### config.mk
export PLATFORM = sky130hd
export DESIGN_NAME = serial_sub_ctrl
export DESIGN_NICKNAME = d
export VERILOG_FILES = /design/src/rtl/serial_sub_ctrl.sv
export SDC_FILE = /design/constraint.sdc
export NUM_CORES = 1
export LEC_CHECK = 0
export BUFFER_PORTS_ARGS = -buffer_cell sky130_fd_sc_hd__buf_2
export CORE_ASPECT_RATIO = 0.9
export CORE_UTILIZATION = 45
export DETAILED_ROUTE_END_ITERATION = 8
export PLACE_DENSITY = 0.66
export SYNTH_ARGS = -nofsm -noshare
export SYNTH_HDL_FRONTEND = slang
export SYNTH_SLANG_ARGS = --single-unit
### constraint.sdc
create_clock -name clk -period 2.2 [get_ports clk]
set_clock_uncertainty 0.2 [all_clocks]
set_input_delay 0.22 -clock clk [delete_from_list [all_inputs] [get_ports clk]]
set_output_delay 0.22 -clock clk [all_outputs]
set_load 0.01 [all_outputs]
### src/rtl/serial_sub_ctrl.sv
`default_nettype none
// ============================================================================
// Module   : serial_sub_ctrl
// Purpose  : Bit-serial controller that drives an external 1-bit full-
//            subtractor cell LSB-first to compute a_in - b_in - bin_in over
//            WIDTH bits, with a start/busy/done handshake.
// Revision : 1.0 - initial release
// ============================================================================
module serial_sub_ctrl #(
    parameter int WIDTH = 8
) (
    input  logic             clk,
    input  logic             rst_n,
    input  logic             start,
    input  logic [WIDTH-1:0] a_in,
    input  logic [WIDTH-1:0] b_in,
    input  logic             bin_in,
    output logic             busy,
    output logic             done,
    output logic [WIDTH-1:0] diff,
    output logic             borrow_out,
    output logic             cell_a,
    output logic             cell_b,
    output logic             cell_bin,
    input  logic             cell_diff,
    input  logic             cell_borr
);

    localparam int               CNT_W  = $clog2(WIDTH + 1);
    localparam logic [CNT_W-1:0] c_LAST = CNT_W'(WIDTH - 1);
    localparam logic [CNT_W-1:0] c_ONE  = CNT_W'(1);

    typedef enum logic [1:0] {
        S_IDLE = 2'd0,
        S_RUN  = 2'd1,
        S_DONE = 2'd2
    } state_t;

    state_t           r_state;
    state_t           w_next;
    logic [WIDTH-1:0] r_a_sr;
    logic [WIDTH-1:0] r_b_sr;
    logic [WIDTH-1:0] r_d_sr;
    logic             r_brw;
    logic [CNT_W-1:0] r_cnt;
    logic             w_last;

    // The final bit is processed on the edge where the counter reads WIDTH-1.
    assign w_last = (r_cnt == c_LAST);

    // State register.
    always_ff @(posedge clk or negedge rst_n) begin
        if (!rst_n) begin
            r_state <= S_IDLE;
        end else begin
            r_state <= w_next;
        end
    end

    // Next-state logic and handshake/cell outputs; the cell only sees live
    // operand bits while running, otherwise its inputs are held at zero.
    always_comb begin
        w_next   = r_state;
        busy     = 1'b0;
        done     = 1'b0;
        cell_a   = 1'b0;
        cell_b   = 1'b0;
        cell_bin = 1'b0;
        case (r_state)
            S_IDLE: begin
                if (start) begin
                    w_next = S_RUN;
                end
            end
            S_RUN: begin
                busy     = 1'b1;
                cell_a   = r_a_sr[0];
                cell_b   = r_b_sr[0];
                cell_bin = r_brw;
                if (w_last) begin
                    w_next = S_DONE;
                end
            end
            S_DONE: begin
                busy   = 1'b1;
                done   = 1'b1;
                w_next = S_IDLE;
            end
            default: begin
                w_next = S_IDLE;
            end
        endcase
    end

    // Operand latching, serial shifting, borrow chaining and result capture.
    always_ff @(posedge clk or negedge rst_n) begin
        if (!rst_n) begin
            r_a_sr     <= '0;
            r_b_sr     <= '0;
            r_d_sr     <= '0;
            r_brw      <= 1'b0;
            r_cnt      <= '0;
            diff       <= '0;
            borrow_out <= 1'b0;
        end else begin
            case (r_state)
                S_IDLE: begin
                    if (start) begin
                        r_a_sr <= a_in;
                        r_b_sr <= b_in;
                        r_brw  <= bin_in;
                        r_cnt  <= '0;
                    end
                end
                S_RUN: begin
                    r_a_sr <= r_a_sr >> 1;
                    r_b_sr <= r_b_sr >> 1;
                    r_d_sr <= {cell_diff, r_d_sr[WIDTH-1:1]};
                    r_brw  <= cell_borr;
                    r_cnt  <= r_cnt + c_ONE;
                    if (w_last) begin
                        // Publish the fully assembled result including this bit.
                        diff       <= {cell_diff, r_d_sr[WIDTH-1:1]};
                        borrow_out <= cell_borr;
                    end
                end
                default: begin
                end
            endcase
        end
    end

endmodule
`default_nettype wire

== Yosys cells after proc, flatten, opt, wreduce, memory -nomap -nowiden ==
Cells that the tools add are included.

* $add $sub $neg: 1
* Eq/ne operators: 5
* Mux-type cells: 16
* Reduce and logical (&&, ||, !) cells: 6

{| class="wikitable"
|+ Operators with widths
! operator !! count
|-
| 8-bit case mux with 2 select lines || 2
|-
| 8-bit two-way mux || 2
|-
| 4-bit case mux with 2 select lines || 1
|-
| 1-bit two-way mux || 6
|-
| 2-bit AND reduction || 3
|-
| 4-bit by 1-bit adder with 4-bit output, second input constant || 1
|-
| 4-bit by 3-bit equality test with 1-bit output, second input constant || 1
|-
| 2-bit two-way mux || 2
|-
| 4-bit two-way mux || 1
|-
| 2-bit inequality test, second input constant || 2
|-
| 2-bit case mux with 2 select lines || 1
|-
| 2-bit by 1-bit equality test with 1-bit output, second input constant || 1
|-
| 2-bit equality test, second input constant || 1
|-
| 2-bit logical NOT || 1
|-
| 1-bit case mux with 2 select lines || 1
|-
| 2-bit nonzero test || 1
|-
| 2-bit OR reduction || 1
|}

* Flip-flop bits (word level): 40
* Bits of input ports: 22
* Output and inout port bits: 14
* Word-level logic and storage cells: 36

== Longest topological paths before layout ==
Gate-level depths: netlist (run 1).

* Depth after elaboration: 3
* Gate-level depth with buffers: 7
* Gate-level depth less buffers: 5

== Worst setup path before layout (run 1) ==
Ideal clock, no wire load.

* Path kind: reg-to-reg
* Start point: reg r_state[1]
* End point: reg borrow_out
* Arrival time: 1.421 ns
* Required time: 1.875 ns
* Slack: 0.454 ns
* Stages on the path, launching flop included: 8
* Path buffers: 2
* Path through: dfrtp_1 > inv_1 > ha_1 > buf_2 > inv_2 > or2_1 > buf_6 > mux2_4

* Word-level cells in the longest chain between the ends: 2

{| class="wikitable"
|+ RTL lines
! what !! RTL line !! RTL
|-
| from (decl) || 39 || <nowiki>state_t r_state;</nowiki>
|-
| from (signal assigned) || 56 || <nowiki>r_state <= w_next;</nowiki>
|-
| 2-bit by 1-bit equality test with 1-bit output || 106 || <nowiki>case (r_state)</nowiki>
|-
| 2-bit AND reduction (no line) || - ||
|-
| to (signal assigned) || 124 || <nowiki>borrow_out <= cell_borr;</nowiki>
|-
| to (decl) || 21 || <nowiki>output logic borrow_out,</nowiki>
|}

No other way between the ends.
A chain may end at the register's enable or synchronous reset.

== Worst setup path after layout (run 1) ==
* Start point: reg r_state[1]
* End point: out cell_b

* Word-level cells in the longest chain between the ends: 2

{| class="wikitable"
|+ RTL lines
! what !! RTL line !! RTL
|-
| 2-bit by 1-bit equality test with 1-bit output || 69 || <nowiki>case (r_state)</nowiki>
|-
| 1-bit two-way mux || 69 ||
|-
| to (decl) || 23 || <nowiki>output logic cell_b,</nowiki>
|}

No other way between the ends.

==> results of run 1 <==
[worst min-delay path: cells and delay by family]
| kind | cells | cell delay, ps |
|---|---|---|
| buf+inv | 1 | 80 |
| mux | 1 | 50 |
| compound gates | 1 | 100 |
[cell type report]
cell class	count	area share [%]
timing repair buffer	44	12.5
clock inverter	3	0.932
tap	46	2.68
inverter	3	0.524
multi-input combinational	95	34.7
sequential	39	45.5
clock buffer	5	3.21
[power groups by stage]
stage / Combinational (mW) / Clock [mW] / Sequential, mW
2_1_floorplan: 0.839 / 0 / 1.23
3_3_place_gp: 1.15 / 0 / 1.23
3_5_place_dp: 1.20 / 0 / 1.24
4_1_cts: 1.21 / 0.484 / 1.23
5_1_grt: 1.35 / 0.514 / 1.28
6_report: 1.19 / 0.473 / 1.23
[cell families (layout without fill, tap and decap cells)]
logic type	count (synthesis)	in the layout	synth area share [%]
flops	39	39	55.2
simple gates	34	34	9.06
mux	32	32	21.2
compound gates	25	25	8.28
buf+inv	12	55	3.47
fa+ha+maj	4	4	2.83
[cell usage after synthesis, types with 2 or more instances]
cell and n:
mux2_4 9, inv_1 2, nand2_1 21, dfrtp_1 39, ha_1 4, and2_1 3, o21ai_1 13, nand3b_1 2
buf_2 7, o21ai_0 5, mux2i_1 16, nand2b_1 4, a22oi_1 2, mux2_2 7
[metal layers]
metal	global-route usage (%)	vias to the layer above	part of all wire (%)
met2	28.7	26	46
met3	5.00	5	4.8
li1	-	588	-
met1	21.2	573	48
met5	0	-	0
met4	8.33	0	1.4
[sequential cells by signal, summed over array words and instances, names as in the netlist]
name / flops
r_state: 2
r_b_sr: 8
r_cnt: 4
r_d_sr: 7
diff: 8
r_brw: 1
borrow_out: 1
r_a_sr: 8
[stage by stage]
step,hold WS [ps],power (mW),setup slack [ps],std cells
2_1_floorplan,-276,2.07,454,146
3_3_place_gp,168,2.38,302,222
3_5_place_dp,183,2.44,236,222
4_1_cts,2.19,2.93,180,235
5_1_grt,26.0,3.14,80.2,235
6_report,-0.670,2.90,199,235
[layout by cell type, fill, tap and decap left out, types with 4 or more instances in the layout]
master / count
mux2_2: 7
nand2b_1: 4
o21ai_1: 13
buf_2: 35
mux2_4: 9
nand2_1: 21
dfrtp_1: 39
o21ai_0: 5
mux2i_1: 15
dlygate4sd3_1: 5
clkbuf_8: 5
[worst max path at each step]
| stage | cells after the start | startpoint | to |
|---|---|---|---|
| final | 5 | r_state[1]$_DFFE_PN0P_ | cell_b |
| after global routing | 5 | r_state[1]$_DFFE_PN0P_ | cell_bin |
| after CTS | 5 | r_state[1]$_DFFE_PN0P_ | cell_b |
| after detailed placement | 4 | r_cnt[0]$_DFFE_PN0P_ | diff[2]$_DFFE_PN0P_ |
| after global placement | 4 | r_cnt[0]$_DFFE_PN0P_ | diff[3]$_DFFE_PN0P_ |
| after floorplan | 7 | r_state[1]$_DFFE_PN0P_ | borrow_out$_DFFE_PN0P_ |
==> metrics.md, run 1 <==
| Metric | Value |
|---|---|
| Initial core utilization | `47.4%` |
| Worst-path clk slew | `80 ps` |
| NetSw | `1.02 mW` |
| Synth top area cells | `dfrtp_1 (55%), mux2i_1 (9.1%), mux2_4 (7.6%)` |
| Final setup vio count | `0` |
| Worst min-delay path category | `in2reg` |
| Max-slew violations | `0` |
| DR DRC count | `0` |
| Hold buffers post-CTS | `5` |
| CTS H-Tree Depth | `2` |
| Status | `complete, but fails checks` |
| Comb power frac | `41.2%` |
| Mapped Avg Cell Area | `12.1 sq um` |
| Clock power share | `16.3%` |
| Worst slew pin tran | `838 ps` |
| Final instance area | `2150 sq um` |
| Cell with the largest stage delay on the worst path | `dfrtp_1` |
| WL per Instance | `13.3 um` |
| Post-route ant nets | `0` |
| Vias per inst | `5.07` |
| Minimum clock period | `2000 ps` |
| Fin Setup TNS | `0 ps` |
| Largest net degree at the start of global routing | `40` |
| Share of layout cells above drive strength 1 | `35.4%` |
| Hold Crit Start | `a_in[5]` |
| Flop-to-flop setup slack | `240 ps` |
| Placer Congestion | `0.689` |
| Power density over cell area | `1350 nW/um^2` |
| CP cell instances | `inv_1 > ha_2 > buf_4 > and2_1 > buf_2` |
| Num CTS Buffers | `5` |
| Synth top area share | `55.2%` |
| Max stage delay on crit path | `380 ps` |
| Initial antenna violation count | `0` |
| Period utilisation layout | `90.9%` |
| R2r worst-path depth | `5` |
| Vias in the first global route | `1216` |
| Max_slew headroom | `44.2%` |
| Max-cap viol count | `0` |
| Gr ovfl total | `0` |
| Worst setup EP type | `primary output` |
| Area leader, netlist | `dfrtp_1` |
| First-pass GRT wire length | `5230 um` |
| Die Span X | `68.1 um` |
| Row cnt | `21` |
| Layout area overhead | `21.4%` |
| Layout net count | `214` |
| Total track usage | `17.5%` |
| Multi-input logic area | `746 sq um` |
| Unique masters post-synth | `26` |
| Seq. cell area | `976 sq um` |
| RSZ-0062 raised after global routing | `false` |
| Max clock buf depth | `2` |
| CP arrival | `1580 ps` |
| Post-CTS Resized | `0` |
| Synth Warn # | `0` |
| DRT Pass-1 Iters | `4` |
| Leakage power | `1.06 nW` |
| Root Buffer | `clkbuf_8` |
| Final Util | `57.5%` |
| Core Region | `3730 sq um` |
| Sw frac | `35.2%` |
| WS Path Type | `reg2out` |
| HPWL after detailed placement | `2190 um` |
| Max rail drop VDD | `594 uV` |
| Critical Path Source Type | `register` |
| Antenna diode instance count | `0` |
| Clk sink count | `39` |
| Starting DRT DRC Count | `33` |
| FF-to-FF End | `r_cnt[2]$_DFFE_PN0P_` |
| Setup bufs post-CTS | `0` |
| Crit-path max FO | `16` |
| Syn nets | `172` |
| Cell family with most CP delay | `buffers and inverters` |
| Synth Instances | `146` |
| Netlist Area Pre-Place | `1770 sq um` |
| Number of flops mapped to enable cells by yosys | `0` |
| Internal cell power | `1.88 mW` |
| Fmax | `0.500 GHz` |
| Die Y | `61.5 um` |
| Placed cell areas | `2010 sq um` |
| WHS | `-0.670 ps` |
| Yosys reg bits | `39` |
| Top Ports | `36` |
| Sequential-to-total area share from yosys stat | `55.2%` |
| Fill count | `326` |
| Final wirelength | `3120 um` |
| DIE AREA | `4180 sq um` |
| Port buffer count | `35` |
| Clk Latency, worst-skew pair | `290 ps` |
| Reg2Reg Launch Point | `r_state[0]$_DFFE_PN0P_` |
| Hold depth | `3` |
| Worst hold endpoint | `r_a_sr[5]$_DFFE_PN0P_` |
| CP required | `1780 ps` |
| Top_reg_cell synth | `dfrtp_1` |
| CTS tree | `done` |
| Hold Vio Cnt, Final | `1` |
| Critical path buffers and inverters | `3` |
| Failing checks | `hold timing` |
| Seq pwr share | `42.5%` |
| Via count | `1192` |
| Async SR Flop Fraction | `100%` |
(Power assumes the default switching activity.)
==> inputs of run 2 (changes only) <==
--- a/config.mk
+++ b/config.mk
@@ -9,6 +9,7 @@
 export CORE_ASPECT_RATIO = 0.9
 export CORE_UTILIZATION = 45
 export DETAILED_ROUTE_END_ITERATION = 8
+export HOLD_SLACK_MARGIN = 0.08
 export PLACE_DENSITY = 0.66
 export SYNTH_ARGS = -nofsm -noshare
 export SYNTH_HDL_FRONTEND = slang
==> metrics.md, run 2 (synthesis gave the netlist of run 1 again) <==
| Metric | Value |
|---|---|
| Status | `finished clean` |
| CTS H-Tree Depth | `2 (unchanged)` |
| Layout Cells excl Fill | `251 (+6.8%)` |
| Fmax | `0.499 GHz (-0.24%)` |
| Top Ports | `36 (unchanged)` |
| HPWL after detailed placement | `2190 um (unchanged)` |
| Vias per inst | `5.03 (-0.88%)` |
| Final wirelength | `3380 um (+8.3%)` |
| Power density over cell area | `1260 nW/um^2 (-6.2%)` |
| Placer Congestion | `0.689 (unchanged)` |
| Max clock buf depth | `2 (unchanged)` |
| Post-place setup slack | `236 ps (unchanged)` |
| Worst setup EP type | `primary output` |
| Row cnt | `21 (unchanged)` |
| Fin Setup TNS | `0 ps (unchanged)` |
| Period utilisation layout | `91.2% (+0.22 points)` |
| Commonest non-fill, non-tap cell in the layout | `dfrtp_1` |
| Worst min-delay path category | `reg2reg` |
| WL per Instance | `13.5 um (+1.4%)` |
| Gr ovfl total | `0 (unchanged)` |
| Via count | `1262 (+5.9%)` |
| Layout area overhead | `30.5%` |
| First-pass GRT wire length | `5580 um (+6.6%)` |
| CTS tree | `done` |
| PnR worst setup slack | `195 ps (-4.90 ps)` |
| DR DRC count | `0 (unchanged)` |
| Port buffer count | `35 (unchanged)` |
| CP required | `1780 ps (about the same)` |
| Most frequent cells in the layout | `dfrtp_1 (39), buf_2 (35), nand2_1 (21), dlygate4sd3_1 (21), mux2i_1 (15)` |
| Leakage power | `1.13 nW (+6.3%)` |
| CP arrival | `1590 ps (about the same)` |
| Layout net count | `230 (+7.5%)` |
| Starting DRT DRC Count | `61 (+85%)` |
| Share of layout cells above drive strength 1 | `32.7% (-2.8 points)` |
| Die Y | `61.5 um (unchanged)` |
| Worst slew pin tran | `852 ps (+14.8 ps)` |
| Antenna diode instance count | `0 (unchanged)` |
| Clk Latency, worst-skew pair | `290 ps (about the same)` |
| Max rail drop VDD | `593 uV (-0.15%)` |
| Die Span X | `68.1 um (unchanged)` |
| RSZ-0062 raised after global routing | `false` |
| Total track usage | `18.8% (+1.3 points)` |
| Max-cap viol count | `0 (unchanged)` |
| Largest net degree at the start of global routing | `40 (unchanged)` |
| Post-route ant nets | `0 (unchanged)` |
| Critical Path Source Type | `register` |
| DRT Pass-1 Iters | `4 (unchanged)` |
| WS Path Type | `reg2out` |
| Largest registers | `diff x8, r_a_sr x8, r_b_sr x8` |
| DIE AREA | `4180 sq um (unchanged)` |
| Max_slew headroom | `43.2% (-0.99 points)` |
| Num CTS Buffers | `5 (unchanged)` |
| Initial core utilization | `47.4% (unchanged)` |
| Vias in the first global route | `1277 (+5.0%)` |
| Worst-path clk slew | `80 ps (about the same)` |
| Core Region | `3730 sq um (unchanged)` |
| Initial antenna violation count | `0 (unchanged)` |
| Placed instance count | `222 (unchanged)` |
| Minimum clock period | `2010 ps (+4.90 ps)` |
| Hold Vio Cnt, Final | `0 (-1)` |
| Max-slew violations | `0 (unchanged)` |
| Crit-path max FO | `16 (unchanged)` |
| Root Buffer | `clkbuf_8` |
| Final setup vio count | `0 (unchanged)` |
| Final Util | `61.8% (+4.3 points)` |
| Clk sink count | `39 (unchanged)` |
-- run 2: changes by cell type in the layout (fill, tap and decap cells not counted) --
cell	delta
dlygate4sd3_1	+16
-- run 2: routing by layer --
metal | vias to the layer above | share of wire, % | global-route usage, %
met5 | - | 0 | 0
met4 | 0 | 1.4 | 9.23
met3 | 7 | 4.3 | 4.81
met2 | 31 | 48 | 31.2
met1 | 605 | 46 | 22.7
li1 | 619 | - | -
-- run 2: final cells by class --
class | count | area [sq um]
Clock buffer | 5 | 68.8
Timing Repair Buffer | 60 | 428
Multi-Input combinational cell | 95 | 746
Sequential cell | 39 | 976
Fill cell | 304 | 1420
Inverter | 3 | 11.3
Tap cell | 46 | 57.6
Clock inverter | 3 | 20.0
-- run 2: report_power, final --
part / switching, mW / leakage [nW] / internal, mW
registers: 0.189 / 0.493 / 1.04
clock network: 0.254 / 0.0402 / 0.220
logic: 0.581 / 0.598 / 0.632
-- run 2: critical path: stages, from the launching register on --
cell     delay [ps]
dfrtp_1         390
inv_1           100
ha_2            260
buf_4           270
and2_1          160
buf_2           120
-- run 2: through the flow --
step | power [mW] | cell area [sq um] | hold slack (ps)
finish | 2.92 | 2310 | 277
floorplan | 2.07 | 1770 | -276
detailed placement | 2.44 | 2010 | 183
CTS | 2.95 | 2310 | 283
global placement | 2.38 | 2010 | 168
global route | 3.16 | 2310 | 311
-- run 2: worst paths after layout --
check | start | endpoint | slack, ps | cells past startpoint
worst min register to register | r_a_sr[0]$_DFFE_PN0P_ | r_a_sr[0]$_DFFE_PN0P_ | 280 | 2
worst min-delay path | r_a_sr[0]$_DFFE_PN0P_ | r_a_sr[0]$_DFFE_PN0P_ | 280 | 2
worst max-delay path | r_state[1]$_DFFE_PN0P_ | cell_b | 190 | 5
min in group asynchronous | rst_n | r_brw$_DFFE_PN0P_ | 370 | 2
max in group asynchronous | rst_n | r_b_sr[2]$_DFFE_PN0P_ | 900 | 2
worst max register to register | r_state[0]$_DFFE_PN0P_ | r_cnt[2]$_DFFE_PN0P_ | 240 | 5
-- run 2: what timing repair did --
item                      CTS  global route
setup buffers               0             0
gates resized for setup     0             0
hold endpoints to repair   60             0
hold buffers               21             0
==> inputs of run 3 (changes only) <==
==> config.mk (replaced) <==
export PLATFORM = sky130hd
export DESIGN_NAME = serial_sub_ctrl
export DESIGN_NICKNAME = d
export VERILOG_FILES = /design/src/rtl/serial_sub_ctrl.sv
export SDC_FILE = /design/constraint.sdc
export NUM_CORES = 1
export LEC_CHECK = 0
export CORE_ASPECT_RATIO = 0.9
export CORE_UTILIZATION = 45
export DETAILED_ROUTE_END_ITERATION = 8
export DONT_BUFFER_PORTS = 1
export HOLD_SLACK_MARGIN = 0.08
export PLACE_DENSITY_LB_ADDON = 0.12
export SYNTH_ARGS = -nofsm -noshare
export SYNTH_HDL_FRONTEND = slang
export SYNTH_SLANG_ARGS = --single-unit
==> metrics.md, run 3 (synthesis gave the netlist of run 1 again) <==
| Metric | Value |
|---|---|
| Leakage power | `0.993 nW (-12%)` |
| DRT Pass-1 Iters | `4 (unchanged)` |
| Commonest non-fill, non-tap cell in the layout | `dfrtp_1` |
| Max clock buf depth | `2 (unchanged)` |
| Top Ports | `36 (unchanged)` |
| Initial antenna violation count | `0 (unchanged)` |
| Fmax | `0.512 GHz (+2.7%)` |
| Largest net degree at the start of global routing | `40 (unchanged)` |
| HPWL after detailed placement | `2020 um (-7.6%)` |
| Power density over cell area | `1330 nW/um^2 (+4.9%)` |
| Clk sink count | `39 (unchanged)` |
| Period utilisation layout | `88.8% (-2.4 points)` |
| Layout net count | `196 (-15%)` |
| RSZ-0062 raised after global routing | `false` |
| Root Buffer | `clkbuf_8` |
| Crit path depth | `4 (-1)` |
| Status | `finished clean` |
| Setup bufs post-CTS | `0 (unchanged)` |
| CP cell instances | `ha_1 > nand3b_1 > or2_1 > mux2_4` |
| Gr ovfl total | `0 (unchanged)` |
| WS Path Type | `reg2reg` |
| Max rail drop VDD | `715 uV (+21%)` |
| CP arrival | `1930 ps (+340 ps)` |
| DIE AREA | `4180 sq um (unchanged)` |
| Worst-path clk slew | `80 ps (about the same)` |
| CP required | `2180 ps (+400 ps)` |
| Max-cap viol count | `0 (unchanged)` |
| Most frequent cells in the layout | `dfrtp_1 (39), nand2_1 (21), dlygate4sd3_1 (21), mux2i_1 (15), o21ai_1 (13)` |
| Die Y | `61.5 um (unchanged)` |
| Clk Latency, worst-skew pair | `290 ps (about the same)` |
| Worst slew pin tran | `575 ps (-278 ps)` |
| R2r worst-path depth | `4 (-1)` |
| Worst setup EP type | `register` |
| Vias per inst | `5.13 (+2.1%)` |
| Via count | `1114 (-12%)` |
| Largest registers | `diff x8, r_a_sr x8, r_b_sr x8` |
| CTS tree | `done` |
| Worst min-delay path category | `in2async` |
| DR DRC count | `0 (unchanged)` |
| Port buffer count | `0 (-100%)` |
| Antenna diode instance count | `0 (unchanged)` |
| Total track usage | `16.6% (-2.2 points)` |
| Row cnt | `21 (unchanged)` |
| Final setup vio count | `0 (unchanged)` |
| Post-route ant nets | `0 (unchanged)` |
| Final wirelength | `3130 um (-7.3%)` |
| CTS H-Tree Depth | `2 (unchanged)` |
| Starting DRT DRC Count | `79 (+30%)` |
| Initial core utilization | `47.4% (unchanged)` |
| Minimum clock period | `1950 ps (-52.8 ps)` |
| Placer Congestion | `0.713 (+3.5%)` |
| Final Util | `57.7% (-4.1 points)` |
| First-pass GRT wire length | `4950 um (-11%)` |
| WL per Instance | `14.4 um (+7.2%)` |
| Cell family with most CP delay | `simple AND/OR/NAND/NOR gates` |
| Cell with the largest stage delay on the worst path | `or2_1` |
| Core Region | `3730 sq um (unchanged)` |
| Layout area overhead | `21.9%` |
| Post-CTS Resized | `0 (unchanged)` |
| Vias in the first global route | `1063 (-17%)` |
| Max stage delay on crit path | `500 ps (+110 ps)` |
| Fin Setup TNS | `0 ps (unchanged)` |
| Share of layout cells above drive strength 1 | `19.3% (-13 points)` |
| Crit-path max FO | `9 (-7)` |
| Critical path buffers and inverters | `0 (-3)` |
| Hold Vio Cnt, Final | `0 (unchanged)` |
| Die Span X | `68.1 um (unchanged)` |
| Num CTS Buffers | `5 (unchanged)` |
| Overall power | `2.86 mW (-2.0%)` |
| Max-slew violations | `0 (unchanged)` |
| Critical Path Source Type | `register` |
| Max_slew headroom | `61.7% (+19 points)` |
run 3: cell type report:
cell class / count / area (sq um)
Clock buffer: 7 / 96.3
Clock inverter: 1 / 7.51
Fill cell: 312 / 1580
Inverter: 3 / 11.3
Multi-Input combinational cell: 95 / 746
Sequential cell: 39 / 976
Tap cell: 46 / 57.6
Timing Repair Buffer: 26 / 260
run 3: where the power goes:
part           switching (mW)  internal, mW  total (mW)  leakage, nW
combinational           0.511         0.539        1.05        0.449
clock                   0.246         0.285       0.531       0.0505
sequential              0.237          1.04        1.28        0.493
total                   0.994          1.87        2.86        0.993
run 3: final timing paths:
kind,startpoint,end,slack [ps]
max,r_cnt[0]$_DFFE_PN0P_,diff[4]$_DFFE_PN0P_,250
min,rst_n,r_a_sr[5]$_DFFE_PN0P_,180
max reg2reg,r_cnt[0]$_DFFE_PN0P_,diff[4]$_DFFE_PN0P_,250
min reg2reg,r_b_sr[5]$_DFFE_PN0P_,r_b_sr[5]$_DFFE_PN0P_,290
max in group asynchronous,rst_n,r_cnt[3]$_DFFE_PN0P_,1430
min in group clk,r_b_sr[5]$_DFFE_PN0P_,r_b_sr[5]$_DFFE_PN0P_,290
run 3: layer usage:
metal / vias up / wire [um] / global-route usage (%)
met2: 26 / 1410 / 24.2
li1: 549 / - / -
met4: 0 / 45 / 8.04
met3: 6 / 168 / 6.67
met1: 533 / 1510 / 21.5
met5: - / 0 / 0
run 3: metrics by stage:
step / std cells / worst slack, ps / cell area, sq um / hold WS (ps)
floorplan: 146 / 454 / 1770 / -276
global placement: 187 / 296 / 1820 / -275
detailed placement: 187 / 257 / 1820 / -275
CTS: 217 / 246 / 2150 / 176
global route: 217 / 153 / 2150 / 195
finish: 217 / 247 / 2150 / 180
run 3: what timing repair did:
| action | CTS | global route |
|---|---|---|
| setup endpoints to repair | 0 | 0 |
| endpoints found under the hold margin | 64 | 0 |
| hold buffers | 22 | 0 |
run 3: worst reg2reg max path, stage by stage, from the launching register on:
cell	delay, ps
dfrtp_1	410
ha_1	240
nand3b_1	150
or2_1	500
mux2_4	350
